### config.mk
export PLATFORM = sky130hd
export DESIGN_NAME = pc_sequencer
export DESIGN_NICKNAME = d
export VERILOG_FILES = /design/src/rtl/pc_seq_pkg.sv /design/src/rtl/pc_next_sel.sv /design/src/rtl/pc_sequencer.sv
export SDC_FILE = /design/constraint.sdc
export NUM_CORES = 1
export LEC_CHECK = 0
export ABC_AREA = 0
export CORE_UTILIZATION = 38
export CTS_CLUSTER_SIZE = 16
export DETAILED_ROUTE_END_ITERATION = 8
export PLACE_DENSITY = 0.82
export SETUP_SLACK_MARGIN = 0.05
export SYNTH_ARGS = -nofsm -noshare
export SYNTH_HDL_FRONTEND = slang
export SYNTH_SLANG_ARGS = --single-unit
### constraint.sdc
create_clock -name clk -period 2 [get_ports clk]
set_input_delay 0.4 -clock clk [delete_from_list [all_inputs] [get_ports clk]]
set_output_delay 0.4 -clock clk [all_outputs]
set_load 0.1 [all_outputs]
### src/rtl/pc_seq_pkg.sv
// pc_seq_pkg: shared state encoding, PC step and default addresses for the fetch sequencer
package pc_seq_pkg;
    typedef enum logic [2:0] {IDLE, FETCH, HOLD, DRAIN, HALTED} state_t;
    localparam logic [31:0] PC_STEP = 32'd4;
    localparam logic [31:0] DEF_RESET_PC = 32'h0000_0000;
    localparam logic [31:0] DEF_EXC_VECTOR = 32'h0000_0180;
    function automatic logic [31:0] word_align(input logic [31:0] a);
        return {a[31:2], 2'b00};
    endfunction
endpackage

### src/rtl/pc_next_sel.sv
// pc_next_sel: priority mux choosing the next PC (reset/idle, halted hold, exception, redirect, +4, hold)
//   reset, state, pc, imem_ack   : sequencer context
//   redirect_valid/target        : resolved control transfer, target word-aligned here
//   exc_take                     : exception accepted this cycle
//   npc                          : value the PC register loads at the next edge
module pc_next_sel
    import pc_seq_pkg::*;
#(
    parameter logic [31:0] RESET_PC = DEF_RESET_PC,
    parameter logic [31:0] EXC_VECTOR = DEF_EXC_VECTOR
) (
    input  logic        reset,
    input  state_t      state,
    input  logic [31:0] pc,
    input  logic        imem_ack,
    input  logic        redirect_valid,
    input  logic [31:0] redirect_target,
    input  logic        exc_take,
    output logic [31:0] npc
);
    always_comb begin
        npc = (reset || state == IDLE) ? RESET_PC :
              (state == HALTED)        ? pc :
              exc_take                 ? EXC_VECTOR :
              redirect_valid           ? word_align(redirect_target) :
              (state == FETCH && imem_ack) ? pc + PC_STEP : pc;
    end
endmodule

### src/rtl/pc_sequencer.sv
// pc_sequencer: fetch-side controller sequencing the PC register, issuing fetches and buffering instructions
//   clk, reset                   : clock and synchronous active-high reset
//   pc / npc                     : current and next PC-register value
//   imem_req/addr/ack/rdata      : instruction-memory request and response
//   if_valid/instr/pc/ready      : buffered instruction handshake to decode
//   redirect_valid/target, halt  : control-transfer and stop requests
//   exc_req / epc                : exception request and captured PC (active only with PC_SEQ_EXC_EN)
module pc_sequencer
    import pc_seq_pkg::*;
#(
    parameter logic [31:0] RESET_PC = DEF_RESET_PC,
    parameter logic [31:0] EXC_VECTOR = DEF_EXC_VECTOR
) (
    input  logic        clk,
    input  logic        reset,
    input  logic [31:0] pc,
    output logic [31:0] npc,
    output logic        imem_req,
    output logic [31:0] imem_addr,
    input  logic        imem_ack,
    input  logic [31:0] imem_rdata,
    output logic        if_valid,
    output logic [31:0] if_instr,
    output logic [31:0] if_pc,
    input  logic        if_ready,
    input  logic        redirect_valid,
    input  logic [31:0] redirect_target,
    input  logic        halt,
    input  logic        exc_req,
    output logic [31:0] epc
);
    state_t state;
    logic exc_take;
    logic jump;
`ifdef PC_SEQ_EXC_EN
    assign exc_take = exc_req && state != IDLE && state != HALTED;
`else
    logic unused_exc;
    assign exc_take = 1'b0;
    assign unused_exc = exc_req;
`endif
    assign jump = exc_take || redirect_valid;
    assign imem_addr = pc;

    pc_next_sel #(.RESET_PC(RESET_PC), .EXC_VECTOR(EXC_VECTOR)) u_sel (
        .reset(reset),
        .state(state),
        .pc(pc),
        .imem_ack(imem_ack),
        .redirect_valid(redirect_valid),
        .redirect_target(redirect_target),
        .exc_take(exc_take),
        .npc(npc)
    );

    // imem_req is registered alongside the state so it is high exactly while in FETCH
    always_ff @(posedge clk) begin
        if (reset) begin
            state    <= IDLE;
            imem_req <= 1'b0;
            if_valid <= 1'b0;
            if_instr <= '0;
            if_pc    <= '0;
            epc      <= '0;
        end else begin
            case (state)
                IDLE: begin
                    state    <= FETCH;
                    imem_req <= 1'b1;
                end
                FETCH: begin
                    if (jump) begin
                        // a same-cycle ack completes the stale fetch; otherwise wait for it in DRAIN
                        state    <= imem_ack ? FETCH : DRAIN;
                        imem_req <= imem_ack;
                    end else if (imem_ack) begin
                        if_instr <= imem_rdata;
                        if_pc    <= pc;
                        if_valid <= 1'b1;
                        state    <= HOLD;
                        imem_req <= 1'b0;
                    end
                end
                HOLD: begin
                    if (jump) begin
                        if_valid <= 1'b0;
                        state    <= FETCH;
                        imem_req <= 1'b1;
                    end else if (if_ready) begin
                        if_valid <= 1'b0;
                        state    <= halt ? HALTED : FETCH;
                        imem_req <= !halt;
                    end
                end
                DRAIN: begin
                    if (imem_ack) begin
                        state    <= FETCH;
                        imem_req <= 1'b1;
                    end
                end
                default: ;
            endcase
`ifdef PC_SEQ_EXC_EN
            if (exc_take) epc <= if_valid ? if_pc : pc;
`endif
        end
    end
endmodule

==> out/qor.txt <==
status: finished with violations
failing checks: setup timing
routed vias: 6076
commonest non-fill, non-tap cells in the layout: buf_4 (189), nand2_1 (141), a21oi_1 (74), clkdlybuf4s50_1 (73), buf_12 (69)
type of the tightest min-delay check: register to register
I/O pins: 265
Slew @ Worst Pin: 0.7124 ns
row count: 38
Sw Ratio: 0.4367
register area share after synthesis: 0.3217
Crit Path Max Fanout: 4
Final Hold Viols: 0
Final Cycle Share: 1.347
Placement Setup Slack: -0.8956 ns
first-pass GRT wire length: 30220 um
Total GRT Usage: 0.3351
initial antenna violation count: 1
critical path arrival: 2.29 ns
Util after Layout: 0.8380
Core Box Area: 0.01094 sq mm
nets: 1017
Tot Pwr: 5.828 mW
worst-skew pair later-pin latency: 0.34 ns
WL final: 22320 um
largest net degree at the start of global routing: 70
Initial DRC Count: 536
Clock Sinks: 69
Startpoint Class: register
Mapped Cells: 602
Max-Cap Viols: 0
RePlAce Congestion: 0.8960
vias per cell: 5.732
prevailing post-synth register cell: dfxtp_1
Worst slew margin: 0.5250
cts-stage hold buffer count: 0
area taken by multi-input logic gates: 0.003246 sq mm
Distinct cells, synth: 58
Post-synth ARST share: 0
CTS tree: done
Post-synth EDFFs: 0
vias in the first global route: 5910
CTS root buf: clkbuf_16
die width: 108.3 um
cell area after synthesis: 0.004294 sq mm
H-tree level count: 3
WL/cell: 21.06 um
ratio of cells with drive above 1 in the final layout: 0.4521
die height: 108.3 um
fill count: 596
P_int: 3.283 mW
PortBufs: 229
antenna-violating nets left: 0
commonest non-fill, non-tap cell in the layout: buf_4
Final Max Tran Viols: 0
Logic pwr share: 0.463
#FFs+latches synth: 69
setup ws final: -0.6940 ns
register area: 0.001393 sq mm
CP endpoint kind: output port
average cell area after synthesis: 7.133 sq um
CTS max path bufs: 2
Peak VDD IR: 0.4888 mV
Reg power frac: 0.250
Clock Skew: 0.01234 ns
critical path class: register to output port
PwrDens: 636.0 mW/mm^2
leakage: 3.658 nW
Critical Path RT: 1.60 ns
Synth-to-Final Area Change: 113.4%
final setup violation count: 32
Synth Warn #: 0
Residual DRC: 0
RSZ-0062 raised after global routing: true
Initial Util: 0.3927
TritonCTS Buffers: 9
grt total ovfl: 0
Initial DRT Pass Iterations: 5
Die Area: 0.01173 sq mm
Psw: 2.545 mW
FMAX: 371.2 MHz
Reg clk slew, reported paths: 0.07 ns
post-layout minimum cycle time: 2.694 ns
Detailed Place HPWL: 13650 um
Clk network pwr share: 0.287
power groups by stage:
stage	combinational [mW]	sequential, mW	clock [mW]
6_report	2.70	1.46	1.67
5_1_grt	2.76	1.46	1.76
4_1_cts	2.57	1.46	1.69
3_5_place_dp	2.52	1.49	0
3_3_place_gp	2.49	1.48	0
2_1_floorplan	1.36	1.82	0
metal layers:
layer | vias up | global-route usage | wire length (um)
met1 | 2864 | 0.3565 | 7608
met5 | - | 0 | 0
met4 | 0 | 0.2066 | 1494
met2 | 455 | 0.5732 | 10820
met3 | 136 | 0.1103 | 2401
li1 | 2621 | - | -
flip-flops by register name (all words and copies together) (netlist names):
register  count
if_instr     32
if_pc        32
imem_req      1
state         3
if_valid      1
Yosys cell counts (2+ instances only):
master    number  share of area
inv_1          4         0.0035
buf_2         10          0.012
clkbuf_1      24          0.021
a21o_1         2         0.0035
a22oi_1        3         0.0052
a21oi_1       89           0.10
xor2_1         3         0.0061
a31oi_1        4         0.0058
o21ai_1        2         0.0023
nand2_1      145           0.13
o31a_1         2         0.0041
dfxtp_1       69           0.32
nor2b_1        3         0.0044
nand3_1       14          0.016
nor4_1         6         0.0087
nor3_1        13          0.015
buf_4         67           0.12
and2_1         3         0.0044
nand2b_1       3         0.0044
mux2i_1        3         0.0070
nand4_1       14          0.020
a311oi_1       5          0.010
nor2_1        24          0.021
buf_1          6         0.0052
and4_1         4         0.0082
o31ai_1        4         0.0070
a211oi_1      11          0.019
o21a_1         2         0.0035
o22ai_1        7          0.010
and3_1         9          0.013
o21ai_0       19          0.022
nand3b_1       2         0.0035
final timing paths:
| kind | startpoint | endpoint | slack (ns) | depth (start not counted) |
|---|---|---|---|---|
| max | state[2]$_SDFFE_PP0P_ | npc[10] | -0.69 | 8 |
| min | if_instr[4]$_SDFFE_PP0P_ | if_instr[4]$_SDFFE_PP0P_ | 0.45 | 2 |
| max reg2reg | state[1]$_SDFFE_PP0P_ | if_instr[5]$_SDFFE_PP0P_ | 0.14 | 6 |
| min reg2reg | if_instr[4]$_SDFFE_PP0P_ | if_instr[4]$_SDFFE_PP0P_ | 0.45 | 2 |
worst max-delay path, cell delays in order, from the launching register on:
cell and delay, ns:
dfxtp_4 0.35, nand4bb_4 0.24, buf_4 0.17, buf_6 0.13
nor3_4 0.23, or3_1 0.17, o21ai_2 0.09, a311oi_4 0.35
buf_12 0.22
logic make-up (layout without fill, tap and decap cells):
kind of cell / after synthesis / after routing / share of synthesized area
adders and majority gates: 1 / 1 / 0.002913
xor gates and xnor gates: 4 / 4 / 0.008160
muxes: 3 / 3 / 0.006993
and+or+nand+nor: 253 / 253 / 0.2823
buffers and inverters: 112 / 397 / 0.1597
DFF: 69 / 69 / 0.3217
other: 1 / 34 / 0.0008733
AOI/OAI and AO/OA: 159 / 159 / 0.2174
final cells by class:
class | instances | area share
antenna | 2 | 0.0005461
clock buffer | 9 | 0.02458
clock inverter | 7 | 0.009011
inverter | 4 | 0.001638
multi-input combinational | 452 | 0.3542
sequential | 69 | 0.1520
tap | 140 | 0.01912
timing repair buffer | 377 | 0.4390
stage by stage:
stage          hold slack, ns  std cells  setup TNS, ns  instance area, sq um
4_1_cts                0.4574       1042         -14.86                  8865
3_3_place_gp           0.4434       1012         -35.64                  8147
3_5_place_dp           0.4478       1012         -40.00                  8147
5_1_grt                0.4760       1059         -19.96                  9161
6_report               0.4550       1060         -17.86                  9164
2_1_floorplan          0.5360        633         -10.56                  4975
what timing repair did:
item,in CTS,in global routing
pin swaps,32,27
endpoints found under the setup margin,50,36
resized for setup,102,45
gates cloned,2,0
setup buffers,12,16
(Power assumes the default switching activity.)
